**src/rtl/hazard_pkg.sv**
```systemverilog
// Shared types and constants for the hazard scoreboard unit and its load-tag queue.
package hazard_pkg;

  // Upper bound on register-index width; narrower indices are zero-extended into tags.
  localparam int unsigned MAX_RA_W = 8;

  localparam logic MODE_SCALAR = 1'b0;
  localparam logic MODE_VECTOR = 1'b1;

  typedef struct packed {
    logic                mode;
    logic [MAX_RA_W-1:0] idx;
  } reg_tag_t;

  typedef enum logic [0:0] {
    StIdle,
    StFlush
  } hazard_fsm_e;

  function automatic reg_tag_t make_tag(input logic mode, input logic [MAX_RA_W-1:0] idx);
    reg_tag_t tag;
    tag.mode = mode;
    tag.idx  = idx;
    return tag;
  endfunction

endpackage

```
**src/rtl/hazard_scoreboard_unit_if.sv**
```systemverilog
// Pipeline-side bundle of the hazard unit: EX/MEM/WB operand info, load traffic and controls.
interface hazard_scoreboard_unit_if #(
  parameter int unsigned NREG   = 16,
  parameter int unsigned DATA_W = 144,
  parameter int unsigned NSRC   = 3,
  parameter int unsigned CNT_W  = 32
);
  localparam int unsigned RA_W = $clog2(NREG);

  logic [NSRC-1:0][RA_W-1:0]   ex_src;
  logic [NSRC-1:0]             ex_src_used;
  logic                        ex_mode;
  logic [RA_W-1:0]             mem_rd;
  logic [RA_W-1:0]             wb_rd;
  logic                        mem_we;
  logic                        wb_we;
  logic                        mem_mode;
  logic                        wb_mode;
  logic                        mem_is_load;
  logic [DATA_W-1:0]           mem_alu_result;
  logic [DATA_W-1:0]           wb_result;
  logic                        ld_issue;
  logic                        ld_done;
  logic [DATA_W-1:0]           ld_data;
  logic                        branch_taken;
  logic [NSRC-1:0]             fwd_en;
  logic [NSRC-1:0][DATA_W-1:0] fwd_data;
  logic                        stall;
  logic                        flush_if;
  logic                        flush_id;
  logic                        flush_ex;
  logic                        ldq_full;
  logic [CNT_W-1:0]            stall_cnt;
  logic [CNT_W-1:0]            flush_cnt;

  modport master (
    output ex_src, ex_src_used, ex_mode, mem_rd, wb_rd, mem_we, wb_we, mem_mode, wb_mode,
           mem_is_load, mem_alu_result, wb_result, ld_issue, ld_done, ld_data, branch_taken,
    input  fwd_en, fwd_data, stall, flush_if, flush_id, flush_ex, ldq_full, stall_cnt,
           flush_cnt
  );

  modport slave (
    input  ex_src, ex_src_used, ex_mode, mem_rd, wb_rd, mem_we, wb_we, mem_mode, wb_mode,
           mem_is_load, mem_alu_result, wb_result, ld_issue, ld_done, ld_data, branch_taken,
    output fwd_en, fwd_data, stall, flush_if, flush_id, flush_ex, ldq_full, stall_cnt,
           flush_cnt
  );

endinterface

```
**src/rtl/hazard_ldq.sv**
```systemverilog
// In-order FIFO of destination tags for loads outstanding in memory.
module hazard_ldq
  import hazard_pkg::*;
#(
  parameter int unsigned Depth = 4
) (
  input  logic     clk_i,
  input  logic     rst_i,
  input  logic     push_i,
  input  reg_tag_t push_tag_i,
  input  logic     pop_i,
  output reg_tag_t head_o,
  output logic     full_o,
  output logic     empty_o
);

  localparam int unsigned PtrW = (Depth > 1) ? $clog2(Depth) : 1;
  localparam int unsigned CntW = $clog2(Depth + 1);

  reg_tag_t [Depth-1:0] mem_q;
  logic [PtrW-1:0]      wr_ptr_q, rd_ptr_q;
  logic [CntW-1:0]      count_q, count_d;
  logic                 push_ok, pop_ok;

  function automatic logic [PtrW-1:0] ptr_inc(input logic [PtrW-1:0] p);
    return (p == PtrW'(Depth - 1)) ? '0 : p + PtrW'(1);
  endfunction

  assign full_o  = (count_q == CntW'(Depth));
  assign empty_o = (count_q == '0);
  assign head_o  = mem_q[rd_ptr_q];

  // A push into a full queue is accepted only when the head leaves in the same cycle.
  assign pop_ok  = pop_i && !empty_o;
  assign push_ok = push_i && (!full_o || pop_ok);

  always_comb begin
    count_d = count_q;
    if (push_ok && !pop_ok) begin
      count_d = count_q + CntW'(1);
    end else if (!push_ok && pop_ok) begin
      count_d = count_q - CntW'(1);
    end
  end

  always_ff @(posedge clk_i) begin
    if (rst_i) begin
      mem_q    <= '0;
      wr_ptr_q <= '0;
      rd_ptr_q <= '0;
      count_q  <= '0;
    end else begin
      if (push_ok) begin
        mem_q[wr_ptr_q] <= push_tag_i;
        wr_ptr_q        <= ptr_inc(wr_ptr_q);
      end
      if (pop_ok) begin
        rd_ptr_q <= ptr_inc(rd_ptr_q);
      end
      count_q <= count_d;
    end
  end

endmodule

```
**src/rtl/hazard_scoreboard_unit.sv**
```systemverilog
// EX-stage hazard controller: operand forwarding, load scoreboard with return-cycle bypass,
// branch flush sequencing and saturating stall/flush counters.
module hazard_scoreboard_unit
  import hazard_pkg::*;
#(
  parameter int unsigned NREG      = 16,
  parameter int unsigned DATA_W    = 144,
  parameter int unsigned NSRC      = 3,
  parameter int unsigned LDQ_DEPTH = 4,
  parameter int unsigned CNT_W     = 32
) (
  input logic                    clk,
  input logic                    rst,
  hazard_scoreboard_unit_if.slave bus
);

  localparam int unsigned RA_W   = $clog2(NREG);
  localparam int unsigned NTAG   = 2 * NREG;
  localparam int unsigned SB_W   = $clog2(NTAG);
  localparam int unsigned PEND_W = $clog2(LDQ_DEPTH + 1);

  // Scalar tags occupy entries [0, NREG), vector tags [NREG, 2*NREG).
  function automatic logic [SB_W-1:0] sb_idx(input reg_tag_t tag);
    logic [SB_W-1:0] idx;
    idx = SB_W'(tag.idx[RA_W-1:0]);
    if (tag.mode) begin
      idx = idx + SB_W'(NREG);
    end
    return idx;
  endfunction

  hazard_fsm_e                 state_q;
  logic [NTAG-1:0][PEND_W-1:0] pending_q, pending_d;
  logic [CNT_W-1:0]            stall_cnt_q, stall_cnt_d;
  logic [CNT_W-1:0]            flush_cnt_q, flush_cnt_d;

  reg_tag_t                    push_tag, head_tag;
  logic                        ldq_full, ldq_empty;
  logic                        push_ok, pop_ok;

  reg_tag_t [NSRC-1:0]         src_tag;
  logic [NSRC-1:0]             mem_hit, wb_hit, byp_hit, pend_hit;
  logic [NSRC-1:0]             fwd_en;
  logic [NSRC-1:0][DATA_W-1:0] fwd_data;
  logic                        hazard, stall;

  assign push_tag = make_tag(bus.mem_mode, MAX_RA_W'(bus.mem_rd));

  hazard_ldq #(
    .Depth(LDQ_DEPTH)
  ) u_ldq (
    .clk_i     (clk),
    .rst_i     (rst),
    .push_i    (bus.ld_issue),
    .push_tag_i(push_tag),
    .pop_i     (bus.ld_done),
    .head_o    (head_tag),
    .full_o    (ldq_full),
    .empty_o   (ldq_empty)
  );

  // Same acceptance rule as the queue, so scoreboard and queue never disagree.
  assign pop_ok  = bus.ld_done && !ldq_empty;
  assign push_ok = bus.ld_issue && (!ldq_full || pop_ok);

  always_comb begin
    pending_d = pending_q;
    if (push_ok) begin
      pending_d[sb_idx(push_tag)] = pending_d[sb_idx(push_tag)] + PEND_W'(1);
    end
    if (pop_ok) begin
      pending_d[sb_idx(head_tag)] = pending_d[sb_idx(head_tag)] - PEND_W'(1);
    end
  end

  always_comb begin
    src_tag  = '0;
    mem_hit  = '0;
    wb_hit   = '0;
    byp_hit  = '0;
    pend_hit = '0;
    for (int i = 0; i < NSRC; i++) begin
      src_tag[i]  = make_tag(bus.ex_mode, MAX_RA_W'(bus.ex_src[i]));
      mem_hit[i]  = bus.ex_src_used[i] && (bus.ex_src[i] == bus.mem_rd) && bus.mem_we &&
                    (bus.ex_mode == bus.mem_mode);
      wb_hit[i]   = bus.ex_src_used[i] && (bus.ex_src[i] == bus.wb_rd) && bus.wb_we &&
                    (bus.ex_mode == bus.wb_mode);
      pend_hit[i] = bus.ex_src_used[i] && (pending_q[sb_idx(src_tag[i])] != '0);
      // Only the last outstanding load to a register may bypass; older ones still leave it stale.
      byp_hit[i]  = bus.ex_src_used[i] && pop_ok && (head_tag == src_tag[i]) &&
                    (pending_q[sb_idx(src_tag[i])] == PEND_W'(1));
    end
  end

  always_comb begin
    fwd_en   = '0;
    fwd_data = '0;
    hazard   = 1'b0;
    for (int i = 0; i < NSRC; i++) begin
      if (byp_hit[i]) begin
        fwd_en[i]   = 1'b1;
        fwd_data[i] = bus.ld_data;
      end else if (mem_hit[i] && !bus.mem_is_load) begin
        fwd_en[i]   = 1'b1;
        fwd_data[i] = bus.mem_alu_result;
      end else if (wb_hit[i]) begin
        fwd_en[i]   = 1'b1;
        fwd_data[i] = bus.wb_result;
      end
      if ((pend_hit[i] && !byp_hit[i]) || (mem_hit[i] && bus.mem_is_load)) begin
        hazard = 1'b1;
      end
    end
    if (bus.mem_is_load && ldq_full && !bus.ld_done) begin
      hazard = 1'b1;
    end
  end

  assign stall = hazard && !bus.branch_taken;

  always_comb begin
    stall_cnt_d = stall_cnt_q;
    flush_cnt_d = flush_cnt_q;
    if (stall && (stall_cnt_q != '1)) begin
      stall_cnt_d = stall_cnt_q + CNT_W'(1);
    end
    if (bus.branch_taken && (flush_cnt_q != '1)) begin
      flush_cnt_d = flush_cnt_q + CNT_W'(1);
    end
  end

  // Flush leaves the load queue alone: everything in it is older than the branch.
  always_ff @(posedge clk) begin
    if (rst) begin
      state_q     <= StIdle;
      pending_q   <= '0;
      stall_cnt_q <= '0;
      flush_cnt_q <= '0;
    end else begin
      state_q     <= bus.branch_taken ? StFlush : StIdle;
      pending_q   <= pending_d;
      stall_cnt_q <= stall_cnt_d;
      flush_cnt_q <= flush_cnt_d;
    end
  end

  assign bus.fwd_en    = fwd_en;
  assign bus.fwd_data  = fwd_data;
  assign bus.stall     = stall;
  assign bus.flush_if  = bus.branch_taken || (state_q == StFlush);
  assign bus.flush_id  = bus.branch_taken;
  assign bus.flush_ex  = bus.branch_taken;
  assign bus.ldq_full  = ldq_full;
  assign bus.stall_cnt = stall_cnt_q;
  assign bus.flush_cnt = flush_cnt_q;

endmodule

```
**src/flat_wrapper.sv**
```systemverilog
// flat-port wrapper written by rule: the top's interface ports become plain ports
module hazard_scoreboard_unit_flat import hazard_pkg::*;
#(
  parameter int unsigned NREG      = 16,
  parameter int unsigned DATA_W    = 144,
  parameter int unsigned NSRC      = 3,
  parameter int unsigned LDQ_DEPTH = 4,
  parameter int unsigned CNT_W     = 32
)
  (clk, rst, bus_ex_src, bus_ex_src_used, bus_ex_mode, bus_mem_rd, bus_wb_rd, bus_mem_we, bus_wb_we, bus_mem_mode, bus_wb_mode, bus_mem_is_load, bus_mem_alu_result, bus_wb_result, bus_ld_issue, bus_ld_done, bus_ld_data, bus_branch_taken, bus_fwd_en, bus_fwd_data, bus_stall, bus_flush_if, bus_flush_id, bus_flush_ex, bus_ldq_full, bus_stall_cnt, bus_flush_cnt);
  hazard_scoreboard_unit_if #(.NREG(NREG), .DATA_W(DATA_W), .NSRC(NSRC), .CNT_W(CNT_W)) bus_i ();
  input logic clk;
  input logic rst;
  input wire logic [$bits(bus_i.ex_src)-1:0] bus_ex_src;
  input wire logic [$bits(bus_i.ex_src_used)-1:0] bus_ex_src_used;
  input wire logic [$bits(bus_i.ex_mode)-1:0] bus_ex_mode;
  input wire logic [$bits(bus_i.mem_rd)-1:0] bus_mem_rd;
  input wire logic [$bits(bus_i.wb_rd)-1:0] bus_wb_rd;
  input wire logic [$bits(bus_i.mem_we)-1:0] bus_mem_we;
  input wire logic [$bits(bus_i.wb_we)-1:0] bus_wb_we;
  input wire logic [$bits(bus_i.mem_mode)-1:0] bus_mem_mode;
  input wire logic [$bits(bus_i.wb_mode)-1:0] bus_wb_mode;
  input wire logic [$bits(bus_i.mem_is_load)-1:0] bus_mem_is_load;
  input wire logic [$bits(bus_i.mem_alu_result)-1:0] bus_mem_alu_result;
  input wire logic [$bits(bus_i.wb_result)-1:0] bus_wb_result;
  input wire logic [$bits(bus_i.ld_issue)-1:0] bus_ld_issue;
  input wire logic [$bits(bus_i.ld_done)-1:0] bus_ld_done;
  input wire logic [$bits(bus_i.ld_data)-1:0] bus_ld_data;
  input wire logic [$bits(bus_i.branch_taken)-1:0] bus_branch_taken;
  output wire logic [$bits(bus_i.fwd_en)-1:0] bus_fwd_en;
  output wire logic [$bits(bus_i.fwd_data)-1:0] bus_fwd_data;
  output wire logic [$bits(bus_i.stall)-1:0] bus_stall;
  output wire logic [$bits(bus_i.flush_if)-1:0] bus_flush_if;
  output wire logic [$bits(bus_i.flush_id)-1:0] bus_flush_id;
  output wire logic [$bits(bus_i.flush_ex)-1:0] bus_flush_ex;
  output wire logic [$bits(bus_i.ldq_full)-1:0] bus_ldq_full;
  output wire logic [$bits(bus_i.stall_cnt)-1:0] bus_stall_cnt;
  output wire logic [$bits(bus_i.flush_cnt)-1:0] bus_flush_cnt;
  assign bus_i.ex_src = bus_ex_src;
  assign bus_i.ex_src_used = bus_ex_src_used;
  assign bus_i.ex_mode = bus_ex_mode;
  assign bus_i.mem_rd = bus_mem_rd;
  assign bus_i.wb_rd = bus_wb_rd;
  assign bus_i.mem_we = bus_mem_we;
  assign bus_i.wb_we = bus_wb_we;
  assign bus_i.mem_mode = bus_mem_mode;
  assign bus_i.wb_mode = bus_wb_mode;
  assign bus_i.mem_is_load = bus_mem_is_load;
  assign bus_i.mem_alu_result = bus_mem_alu_result;
  assign bus_i.wb_result = bus_wb_result;
  assign bus_i.ld_issue = bus_ld_issue;
  assign bus_i.ld_done = bus_ld_done;
  assign bus_i.ld_data = bus_ld_data;
  assign bus_i.branch_taken = bus_branch_taken;
  assign bus_fwd_en = bus_i.fwd_en;
  assign bus_fwd_data = bus_i.fwd_data;
  assign bus_stall = bus_i.stall;
  assign bus_flush_if = bus_i.flush_if;
  assign bus_flush_id = bus_i.flush_id;
  assign bus_flush_ex = bus_i.flush_ex;
  assign bus_ldq_full = bus_i.ldq_full;
  assign bus_stall_cnt = bus_i.stall_cnt;
  assign bus_flush_cnt = bus_i.flush_cnt;
  hazard_scoreboard_unit #(.NREG(NREG), .DATA_W(DATA_W), .NSRC(NSRC), .LDQ_DEPTH(LDQ_DEPTH), .CNT_W(CNT_W)) u_core (.clk(clk), .rst(rst), .bus(bus_i));
endmodule
```
**config.mk**
```make
export PLATFORM = sky130hd
export DESIGN_NAME = hazard_scoreboard_unit_flat
export DESIGN_NICKNAME = d
export VERILOG_FILES = /design/src/rtl/hazard_pkg.sv /design/src/rtl/hazard_scoreboard_unit_if.sv /design/src/rtl/hazard_ldq.sv /design/src/rtl/hazard_scoreboard_unit.sv /design/src/flat_wrapper.sv
export SDC_FILE = /design/constraint.sdc
export NUM_CORES = 2
export LEC_CHECK = 0
export BUFFER_PORTS_ARGS = -buffer_cell sky130_fd_sc_hd__buf_2
export CAP_MARGIN = 20
export CORE_AREA = 2 2 383 385
export CTS_BUF_LIST = sky130_fd_sc_hd__clkbuf_2 sky130_fd_sc_hd__clkbuf_4 sky130_fd_sc_hd__clkbuf_8
export CTS_CLUSTER_DIAMETER = 150
export CTS_CLUSTER_SIZE = 12
export DETAILED_ROUTE_END_ITERATION = 12
export DIE_AREA = 0 0 385 387
export GPL_TIMING_DRIVEN = 0
export PLACE_DENSITY = 0.4
export RECOVER_POWER = 25
export SYNTH_ARGS = -nofsm -noshare
export SYNTH_HDL_FRONTEND = slang
export SYNTH_HIERARCHICAL = 1
export SYNTH_SLANG_ARGS = --single-unit
```
**constraint.sdc**
```tcl
create_clock -name clk -period 12 [get_ports clk]
set_input_delay 1.8 -clock clk [delete_from_list [all_inputs] [get_ports clk]]
set_output_delay 1.8 -clock clk [all_outputs]
set_load 0.01 [all_outputs]
```
== After elaboration in Yosys (flattened, before gate mapping) ==
Cells that the tools add are included.
W data, S select, Z words.

* Equal/unequal tests: 19
* Reduce and logical (&&, ||, !) cells: 71
* $add $sub $neg: 13
* Mux-type cells: 57
* $lt $le $gt $ge: 10

{| class="wikitable"
|+ Operators by type and width
! kind !! number
|-
| $mux W144 || 9
|-
| $bwmux W96 || 2
|-
| $mux W96 || 2
|-
| $bmux W3 S5 || 5
|-
| $add A32 B1 Y32 const B || 2
|-
| $ne A32 B32 Y1 const B || 2
|-
| $logic_and A1 B1 Y1 || 51
|-
| $bwmux W36 || 1
|-
| $mux W5 || 7
|-
| $demux W3 S5 || 2
|-
| $lt A5 B6 Y1 const B || 5
|-
| $eq A9 B9 Y1 || 3
|-
| $mux W3 || 9
|-
| $add A4 B5 Y5 const B || 5
|-
| $eq A4 B4 Y1 || 6
|-
| $bmux W9 S2 || 1
|-
| $demux W9 S2 || 1
|-
| $mux W9 || 2
|-
| $mux W1 || 14
|-
| $ge A5 B1 Y1 const B || 2
|-
| $logic_not A1 Y1 || 10
|-
| $eq A3 B1 Y1 const B || 3
|-
| $reduce_bool A3 Y1 || 3
|-
| $add A3 B1 Y3 const B || 2
|-
| 11 further kinds || 21
|}

* Output and inout port bits: 504
* Input bits: 466
* Logic and storage cells: 216
* Register bits: 204

== Longest topological paths before layout ==
* Depth in word-level cells: 17
* Gate-level depth with buffers: 23
* Depth with buffers taken out: 16

== Cells and area by module ==
Netlist, hierarchy kept.

{| class="wikitable"
|+ Modules (own cells, without submodules)
! module !! instances !! cells each !! area each (um2) !! sequential area each (um2)
|-
| hazard_scoreboard_unit || 1 || 3480 || 22181.3 || 3223.1
|-
| hazard_ldq || 1 || 186 || 2103.3 || 860.8
|}

== Worst setup path before layout ==
Ideal clock, no wire load.

* Kind: input-to-output
* Start: in bus_ex_src[0]
* End: out bus_fwd_data[101]
* Stages: 10
* Buffers on the path: 5
* Data arrival time: 4627 ps
* Data required time: 10200 ps
* Setup slack: 5573 ps
* Path through: buf_2 buf_2 mux4_2 mux4_2 mux2_2 nand3_1 clkbuf_1 clkbuf_1 buf_1 a31oi_1

* Longest elaborated chain between the ends: 7
* Elaborated cells on any way between the ends: 20
* Those cells by class: 1 x add/sub; 4 x eq/ne; 6 x mux; 9 x reduce/logical

{| class="wikitable"
|+ RTL lines
! element !! line !! source
|-
| start, declared || flat_wrapper.sv:14 || <nowiki>input wire logic [$bits(bus_i.ex_src)-1:0] bus_ex_src;</nowiki>
|-
| $add A4 B5 Y5 (tied with other cells) || hazard_scoreboard_unit.sv:27 || <nowiki>idx = idx + SB_W'(NREG);</nowiki>
|-
| $mux W5 (tied with other cells) || hazard_scoreboard_unit.sv:26 || <nowiki>if (tag.mode) begin</nowiki>
|-
| $bmux W3 S5 (tied with other cells) || hazard_scoreboard_unit.sv:91 || <nowiki>(pending_q[sb_idx(src_tag[i])] == PEND_W'(1));</nowiki>
|-
| $mux W3 (not written as such) (tied with other cells) || hazard_scoreboard_unit.sv:91 ||
|-
| $eq A3 B1 Y1 (tied with other cells) || hazard_scoreboard_unit.sv:91 ||
|-
| $logic_and A1 B1 Y1 or $mux W144 (tied branches) || hazard_scoreboard_unit.sv:90, hazard_scoreboard_unit.sv:103 ||
|-
| $mux W144 * || hazard_scoreboard_unit.sv:100 || <nowiki>if (byp_hit[i]) begin</nowiki>
|-
| end, declared || flat_wrapper.sv:31 || <nowiki>output wire logic [$bits(bus_i.fwd_data)-1:0] bus_fwd_data;</nowiki>
|}

Every way passes the cells marked *; elsewhere a longest branch is shown, timed or not. The select of a mux whose other input is x is not followed.

== Worst setup path after layout ==
* Start: in bus_mem_rd[0]
* End: out bus_fwd_data[411]

* Longest elaborated chain between the ends: 7

{| class="wikitable"
|+ RTL lines
! element !! line !! source
|-
| start, declared || flat_wrapper.sv:17 || <nowiki>input wire logic [$bits(bus_i.mem_rd)-1:0] bus_mem_rd;</nowiki>
|-
| $eq A4 B4 Y1 || hazard_scoreboard_unit.sv:84 || <nowiki>mem_hit[i] = bus.ex_src_used[i] && (bus.ex_src[i] == bus.mem_rd) && bus.mem_we &&</nowiki>
|-
| $logic_and A1 B1 Y1 (3 in series) || hazard_scoreboard_unit.sv:84 ||
|-
| $logic_and A1 B1 Y1 || hazard_scoreboard_unit.sv:103 || <nowiki>end else if (mem_hit[i] && !bus.mem_is_load) begin</nowiki>
|-
| $mux W144 || hazard_scoreboard_unit.sv:103 ||
|-
| $mux W144 || hazard_scoreboard_unit.sv:100 ||
|}

No other way between the ends.

==> flow_summary.toml <==
[sta]
setup-tns-final_ns = 0
fmax_mhz = 97.8
period_share = 0.852
finalHoldViolations = 0
fin_ws_ns = 1.77
post-route-min-period_ns = 10.23
tightestPinTransition_ns = 1.95
drv_slew = 11
relSlewSlack = -0.319
grt_setup_unrepaired = "false"
hold_ws_ns = 0.476
setup-violations-final = 0
clock_skew_ns = 0.0603

[floorplanning]
num_rows = 140
io_pins = 970
die_h_um = 387
die_x_um = 385
die-area_um2 = 149000
start_util = 0.168
design.core.area_um2 = 145000

[logic_synthesis]
ys.flop_type = "dfxtp_1"
ys_types = 91
synth_seq_area_share = 0.168
syn_area_um2 = 24300
syn_inst = 3666
synth_edf_count = 0
avgSynthCellArea_um2 = 6.62
yosys.area.top_type = "dfxtp_1"
yosysTopAreaCellShare = 0.168
async_reset_ff_frac = 0
ys_seq_elements = 204
synth_warnings = 6
synthTopCellsByArea = "dfxtp_1 17%, a21oi_1 13%, nor2_1 9.6%"

[clock_tree]
cts_resized = 0
cts-buffers-inserted = 20
root_buffer = "clkbuf_8"
insertion_delay_ns = 0.62
cts-htree-levels = 1
cts_tree = "built"
post-cts-setup-buffer-count = 0
cts.sinks = 204
hold_buffers = 0
clk_pin_slew_ns = 0.09
cts_buffer_depth = 3

[setup_path]
endpoint_kind = "output pin"
cp.required_ns = 10.20
startpoint_type = "primary input"
path_class = "primary input to output pin"
path_max_fanout = 10
reg2regPathDepth = 19
critical_path_arrival_ns = 8.43

[routing]
via_per_inst = 5.38
wl_per_cell_um = 37.6
final_antenna_net_count = 0
drt_pass1_iterations = 6
drcViolationCount = 0
vias = 36200
drt_iter0_drc = 4695
finalWirelength_mm = 253

[cells_and_area]
layout-drive-gt1-share = 0.244
finalNetCount = 5145
area_growth_pct = 32.5
fin_cells = 6736
utilization = 0.222

[outcome]
failed_checks = "capacitance limit, slew limit"
status = "finished with violations"

[grt]
antenna_found_initial = 236
grt_overflow = 0
grt_max_degree = 13
grt_pass1_wl_mm = 326
grt_pass1_vias = 32800
grt_usage = 0.322

[power]
ir_worst_vdd_mv = 0.0885
leakage_nw = 14.0
power_density_nw_per_um2 = 67.9

[place]
dp_slack_ns = 2.77
place_inst = 6561
gp_congestion = 1.02
dp_hpwl_mm = 214
io_buffer_count = 960

[worst_hold_path]
whs_path_depth = 2
hold_path_class = "register to register"

[run]
max_cap_viol_count = 1
-- synth_stat cells, types with 35 or more instances --
library cell and n:
mux4_2 79, a31oi_1 137, a21oi_1 624, nand2_1 270, nor2_1 622, xnor2_1 44
nand2b_1 57, nor2b_1 55, clkbuf_1 292, dfxtp_1 204, nor3_1 35, and3_1 308
o21ai_0 82, nand3_1 200, mux2i_1 100, buf_1 38, mux2_2 60, a211oi_1 67
-- where the power goes --
part	internal (W)	switching (W)	total, W
Combinational	0.000298	0.000705	0.00100
Sequential	0.000706	0.0000431	0.000749
Clock	0.000151	0.000281	0.000432
-- critical path: stages --
cell      delay, ns
clkbuf_1       0.35
clkbuf_1       0.51
clkbuf_1       0.66
clkbuf_1       0.80
xor2_1         0.14
nor4_1         0.75
nor2b_1        0.21
clkbuf_1       0.81
clkbuf_1       0.59
clkbuf_1       0.56
a21oi_1        0.14
a21oi_1        0.78
buf_2          0.28
-- flip-flops by register name, summed over array words and instances (netlist names) --
register	cells
u_core/u_ldq/count_q	3
u_core/pending_q	96
u_core/bus.flush_cnt	32
u_core/u_ldq/rd_ptr_q	2
u_core/u_ldq/mem_q	36
u_core/state_q	1
u_core/bus.stall_cnt	32
u_core/u_ldq/wr_ptr_q	2
-- metrics by stage --
stage	cell area, um2	power (W)
2_1_floorplan	24300	0.00124
3_3_place_gp	31500	0.00174
3_5_place_dp	31700	0.00174
4_1_cts	32000	0.00218
5_1_grt	32000	0.00224
6_report	32200	0.00218
-- cell usage in the layout, fill, tap and decap left out, drive strengths merged, types with 5 or more instances in the layout --
cell / instances
a2111oi: 5
a211oi: 77
a21boi: 5
a21oi: 624
a221oi: 9
a22oi: 10
a31o: 6
a31oi: 138
a32oi: 6
and2: 10
and3: 311
and4: 12
buf: 969
clkbuf: 394
dfxtp: 204
diode: 152
ha: 10
inv: 35
mux2: 62
mux2i: 101
mux4: 79
nand2: 270
nand2b: 57
nand3: 203
nand3b: 11
nand4: 21
nor2: 622
nor2b: 55
nor3: 36
nor3b: 7
nor4: 14
o211ai: 14
o21ai: 83
o22ai: 9
o31ai: 14
o41ai: 12
or2: 9
or3: 33
xnor2: 45
xor2: 27
-- cell families (layout without fill, tap and decap cells) --
logic type	Yosys count	in the layout	synth area share
other	1	156	0.000154
buffers and inverters	400	1398	0.0661
flip-flops	204	204	0.168
XOR/XNOR	72	72	0.0267
multiplexers	242	242	0.144
AO/OA/AOI/OAI	1049	1049	0.252
AND/OR/NAND/NOR	1687	1687	0.337
adder cells (fa/ha/maj)	11	11	0.00598
-- layer usage --
metal,vias up,GRT usage,wire [um]
met5,-,0.000975,498
met4,76,0.186,16700
met3,531,0.0975,28500
li1,15400,-,-
met1,17700,0.402,98900
met2,2441,0.485,109000
-- area by class of cell --
| class | count | area (um2) |
|---|---|---|
| Antenna cell | 152 | 380 |
| Clock buffer | 20 | 275 |
| Buffer | 366 | 1440 |
| Multi-Input combinational cell | 3065 | 18600 |
| Fill cell | 16900 | 113000 |
| Timing Repair Buffer | 977 | 4890 |
| Tap cell | 1917 | 2400 |
| Sequential cell | 204 | 4080 |
| Clock inverter | 1 | 8.76 |
| Inverter | 34 | 128 |
-- final timing paths --
kind / end / slack (ns) / start
setup reg to reg: u_core/pending_q[37] / 4.34 / u_core/pending_q[45]
hold / removal: u_core/u_ldq/mem_q[7] / 0.48 / u_core/u_ldq/mem_q[7]
setup / recovery: bus_fwd_data[411] / 1.77 / bus_mem_rd[0]
hold reg to reg: u_core/u_ldq/mem_q[7] / 0.48 / u_core/u_ldq/mem_q[7]
(Power assumes the default switching activity.)
